<file path="src/rtl/csr_neighbor_fetcher.sv">
// csr_neighbor_fetcher: expands one vertex of a CSR graph. It reads the start/end
// row pointers, then streams the neighbor words two per cycle over edge ports A/B.
// It hides the fixed memory read latency with private tag shift registers.
module csr_neighbor_fetcher #(
  parameter int PROC_BITS = 4,
  parameter int PROC_ID   = 0,
  parameter int LATENCY   = 2
) (
  input  logic                   clk_in,
  input  logic                   rst_in,
  input  logic [31:0]            vertex_in,
  input  logic                   vertex_valid_in,
  output logic                   ready_out,
  output logic [32+PROC_BITS-1:0] idx_addr,
  output logic                   idx_validin,
  input  logic [31:0]            rowidx_in,
  output logic [32+PROC_BITS-1:0] data_addra,
  output logic [32+PROC_BITS-1:0] data_addrb,
  output logic                   data_validina,
  output logic                   data_validinb,
  input  logic [31:0]            data_ina,
  input  logic [31:0]            data_inb,
  output logic [31:0]            nbr0_out,
  output logic [31:0]            nbr1_out,
  output logic                   nbr0_valid_out,
  output logic                   nbr1_valid_out,
  output logic                   done_out,
  output logic [31:0]            degree_out,
  output logic                   err_out
);

  localparam logic [PROC_BITS-1:0] PID = PROC_BITS'(PROC_ID);
  // All tag stages except the last; those bits still owe a future return.
  localparam logic [LATENCY-1:0] HOLD_MASK = ~(LATENCY'(1) << (LATENCY - 1));

  typedef enum logic [2:0] {
    S_IDLE, S_PTR0, S_PTR1, S_PWAIT, S_EDGE, S_DRAIN, S_DONE
  } state_t;

  state_t state, state_next;

  logic [31:0] vertex_q, start_q, end_q, cur_q, degree_q;
  logic        err_q, have_start;
  logic [LATENCY-1:0] idx_pipe, a_pipe, b_pipe;

  logic        idx_issue, a_issue, b_issue;
  logic        idx_ret, a_ret, b_ret;
  logic [31:0] idx_index;
  logic        b_in_range, edge_last, drain_busy, live;

  // Issue decisions, tag returns and range compares (33-bit to avoid wrap on cur).
  always_comb begin
    idx_issue  = (state == S_PTR0) || (state == S_PTR1);
    idx_index  = (state == S_PTR1) ? vertex_q + 32'd1 : vertex_q;
    b_in_range = ({1'b0, cur_q} + 33'd1) < {1'b0, end_q};
    edge_last  = ({1'b0, cur_q} + 33'd2) >= {1'b0, end_q};
    a_issue    = (state == S_EDGE);
    b_issue    = (state == S_EDGE) && b_in_range;
    idx_ret    = idx_pipe[LATENCY-1];
    a_ret      = a_pipe[LATENCY-1];
    b_ret      = b_pipe[LATENCY-1];
    drain_busy = |((a_pipe | b_pipe) & HOLD_MASK);
    live       = !rst_in;
  end

  // Next-state logic; empty and inverted ranges pass through DRAIN so done lands one cycle later.
  always_comb begin
    state_next = state;
    case (state)
      S_IDLE:  if (vertex_valid_in) state_next = S_PTR0;
      S_PTR0:  state_next = S_PTR1;
      S_PTR1:  state_next = S_PWAIT;
      S_PWAIT: if (idx_ret && have_start)
                 state_next = (rowidx_in > start_q) ? S_EDGE : S_DRAIN;
      S_EDGE:  if (edge_last) state_next = S_DRAIN;
      S_DRAIN: if (!drain_busy) state_next = S_DONE;
      S_DONE:  state_next = S_IDLE;
      default: state_next = S_IDLE;
    endcase
  end

  // State register, tag pipes and request bookkeeping.
  always_ff @(posedge clk_in) begin
    if (rst_in) begin
      state      <= S_IDLE;
      idx_pipe   <= '0;
      a_pipe     <= '0;
      b_pipe     <= '0;
      vertex_q   <= '0;
      start_q    <= '0;
      end_q      <= '0;
      cur_q      <= '0;
      degree_q   <= '0;
      err_q      <= 1'b0;
      have_start <= 1'b0;
    end else begin
      state    <= state_next;
      idx_pipe <= (idx_pipe << 1) | LATENCY'(idx_issue);
      a_pipe   <= (a_pipe << 1) | LATENCY'(a_issue);
      b_pipe   <= (b_pipe << 1) | LATENCY'(b_issue);
      if (state == S_IDLE && vertex_valid_in) begin
        vertex_q   <= vertex_in;
        have_start <= 1'b0;
        err_q      <= 1'b0;
        degree_q   <= '0;
      end
      if (idx_ret) begin
        if (!have_start) begin
          start_q    <= rowidx_in;
          have_start <= 1'b1;
        end else begin
          end_q <= rowidx_in;
          cur_q <= start_q;
          if (rowidx_in >= start_q) begin
            degree_q <= rowidx_in - start_q;
            err_q    <= 1'b0;
          end else begin
            degree_q <= '0;
            err_q    <= 1'b1;
          end
        end
      end
      if (a_issue) cur_q <= cur_q + 32'd2;
    end
  end

  // Output drive; everything is forced to zero while reset is held.
  always_comb begin
    ready_out      = live && (state == S_IDLE);
    idx_validin    = live && idx_issue;
    idx_addr       = idx_validin ? {PID, idx_index} : '0;
    data_validina  = live && a_issue;
    data_validinb  = live && b_issue;
    data_addra     = data_validina ? {PID, cur_q} : '0;
    data_addrb     = data_validinb ? {PID, cur_q + 32'd1} : '0;
    nbr0_valid_out = live && a_ret;
    nbr1_valid_out = live && b_ret;
    nbr0_out       = nbr0_valid_out ? data_ina : '0;
    nbr1_out       = nbr1_valid_out ? data_inb : '0;
    done_out       = live && (state == S_DONE);
    degree_out     = done_out ? degree_q : '0;
    err_out        = done_out && err_q;
  end

endmodule

</file>
<file path="config.mk">
export PLATFORM = sky130hd
export DESIGN_NAME = csr_neighbor_fetcher
export DESIGN_NICKNAME = d
export VERILOG_FILES = /design/src/rtl/csr_neighbor_fetcher.sv
export SDC_FILE = /design/constraint.sdc
export NUM_CORES = 1
export LEC_CHECK = 0
export CORE_MARGIN = 3
export CORE_UTILIZATION = 40
export DETAILED_ROUTE_END_ITERATION = 16
export PLACE_DENSITY = 0.75
export SYNTH_ARGS = -nofsm -noshare
export SYNTH_HDL_FRONTEND = slang
export SYNTH_SLANG_ARGS = --single-unit
</file>
<file path="constraint.sdc">
create_clock -name clk_in -period 10.2 [get_ports clk_in]
set_clock_uncertainty 0.1 [all_clocks]
set_input_delay 1.53 -clock clk_in [delete_from_list [all_inputs] [get_ports clk_in]]
set_output_delay 1.53 -clock clk_in [all_outputs]
set_load 0.05 [all_outputs]
</file>
==> out/results.tsv <==
metric	value	unit
finalCritPeriodShare	0.727	
slew_viol_final	0	
post_cts_buffers	0	
grt_pass1_vias	11900	
dpl_cell_area	16100	um^2
cts_tree	done	
place_congestion	0.935	
critical-path-max-stage-delay	820	ps
cp_data_arrival_time	5790	ps
first_iter_violations	1279	
holdWs	337	ps
finalCriticalPeriod	7420	ps
status	finished, final reports clean	
die_w	184	um
holdPathStages	1	
synth_top_cell_by_area	dfxtp_1	
cts_buffers	17	
route.detailed.drc	0	
yosysSeqAreaShare	0.270	
wl_per_cell	18.5	um
whs_endpoint	idx_pipe[1]	
setup_viol	0	
r2r-end	state[1]	
post-route-util	0.542	
critical_path_class	flop to output port	
synth_area_leaders	dfxtp_1 27%, ha_1 9.8%, nand2_1 8.9%	
netlist_area	12700	um^2
antenna_found_initial	2	
hold_viol	0	
grt_overflow	0	
cts_hold_buf	0	
worstPathRequired	8570	ps
min_from	idx_pipe[0]	
root_buffer	clkbuf_16	
drt-pass1-iter-count	5	
cp_slowest_cell	dfxtp_1	
grt_setup_unrepaired	no	
clk_path_buf_depth	2	
fmax	0.135	GHz
synth_cell_types	72	
crit_chain	ha_1 -> nand3_1 -> or2_2 -> nor3_1 -> and3_1 -> nand2_1 -> nor3_1 -> xor2_1 -> ha_1 -> a21o_1 -> a21oi_1 -> nor2b_1 -> o21ai_0 -> o211ai_1 -> a21oi_1 -> o221ai_2 -> buf_4 -> and2b_1 -> clkdlybuf4s50_1	
syn_inst	1745	
tightest_slew	1210	ps
grt_start_max_net_pins	75	
synthFlopType	dfxtp_1	
worst_setup_path_end_kind	output port	
r2r_start	cur_q[2]	
io_buffers	330	
vias	13000	
p_leak	6.42	nW
rrSetupSlack	5130	ps
relSlewSlack	0.190	
clk_pin_slew	70	ps
insertion_delay	430	ps
cp_max_fo	33	
syn2layout_area_growth	32.0	%
ios	343	
ant_nets	0	
routed_wl	44.5	mm
cts-resized-gates	0	
async_reset_ff_frac	0	
synth_edf_count	0	
drive_gt1_frac	0.0353	
final_nets	2228	
max_cap_viol_count	0	
setup_tns	0	ps
ys_ff_latch	171	
min_path_type	flop to flop	
grt_pass1_wl	67.8	mm
setup.worst_path.start_class	flop	
ir_worst_vdd	0.0000869	V
initial_core_util	0.410	
final_cell_mix	329 x clkdlybuf4s50_1, 299 x nand2_1, 171 x dfxtp_1	
yosysWarnings	0	
via_per_inst	5.41	
power_density	104	nW/um^2
die_area	33900	um^2
clock_sinks	171	
netlist.area_leader.share	0.270	
coreArea	30900	um^2
num_rows	64	
layout_commonest_cell	clkdlybuf4s50_1	
r2r_cells	16	
stdcell_area	16700	um^2
groute.usage.overall	0.248	
syn_avg_cell_area	7.27	um^2
hpwl	34.5	mm
die_height	184	um
htreeDepth	4	
[per-stage QoR]
stage / instances / power [mW] / setup WS [ps]
2_1_floorplan: 1756 / 0.926 / 4290
3_3_place_gp: 2374 / 1.04 / 3320
3_5_place_dp: 2374 / 1.05 / 3290
4_1_cts: 2406 / 1.74 / 2820
5_1_grt: 2406 / 1.81 / 2380
6_report: 2407 / 1.74 / 2780
[cells by family (layout without fill, tap and decap cells)]
group                      after synthesis  in the layout  synth area share
muxes                                    1              1          0.000789
adders and majority gates              100            100            0.0992
AOI/OAI and AO/OA                      379            379             0.186
xor gates and xnor gates               107            107            0.0745
other                                    1             13          0.000296
and+or+nand+nor                        773            773             0.299
DFF                                    171            171             0.270
buffers and inverters                  213            467            0.0702
[power by group]
group	internal (mW)	switching, mW
clock	0.397	0.302
combinational	0.134	0.194
sequential	0.688	0.0247
total	1.22	0.521
[metal layers]
metal,vias up,share of wire,track usage
li1,6430,-,-
met4,2,0.016,0.0562
met3,55,0.084,0.0483
met2,566,0.42,0.352
met5,-,0.00045,0
met1,5957,0.48,0.384
[cells in the mapped netlist, drive strengths merged (8+ instances only)]
cell and n:
or3 9, buf 38, and3 55, nand3 29
o21ai 60, a22oi 27, nor2 129, nor3 40
a21oi 167, nand4 21, nand2b 9, a21o 32
clkbuf 89, o211ai 8, ha 99, and2 111
nor2b 44, inv 86, dfxtp 171, a22o 11
a221oi 14, xnor2 56, nand2 301, xor2 51
[cell type report]
cell class | instances | area (um^2)
clock buffer | 18 | 429
antenna | 1 | 2.50
fill | 2960 | 14200
tap | 396 | 495
timing repair buffer | 349 | 3440
sequential | 171 | 3420
multi-input combinational | 1372 | 8430
clock inverter | 14 | 203
inverter | 86 | 323
[worst max path at each step]
stage,cells after the start,from,slack [ps],endpoint
3_3_place_gp,19,cur_q[0],3320,data_addrb[16]
6_report,19,cur_q[0],2780,data_addrb[16]
5_1_grt,19,cur_q[0],2380,data_addrb[16]
3_5_place_dp,19,cur_q[0],3290,data_addrb[16]
4_1_cts,19,cur_q[0],2820,data_addrb[16]
2_1_floorplan,18,cur_q[2],4290,data_addrb[10]
[flip-flops by register name, indices dropped and copies added, names as in the netlist]
name        cells
cur_q          32
degree_q       32
end_q          32
start_q        32
vertex_q       32
state           3
a_pipe          2
b_pipe          2
idx_pipe        2
err_q           1
have_start      1
[worst max-delay path: cells and delay by family, from the launching register on]
family | cells | cell delay [ps]
DFF | 1 | 820
adders and majority gates | 2 | 580
AOI/OAI and AO/OA | 6 | 920
xor gates and xnor gates | 1 | 220
buffers and inverters | 2 | 1060
and+or+nand+nor | 8 | 1760
No activity file was read; power rests on OpenSTA's default activity.
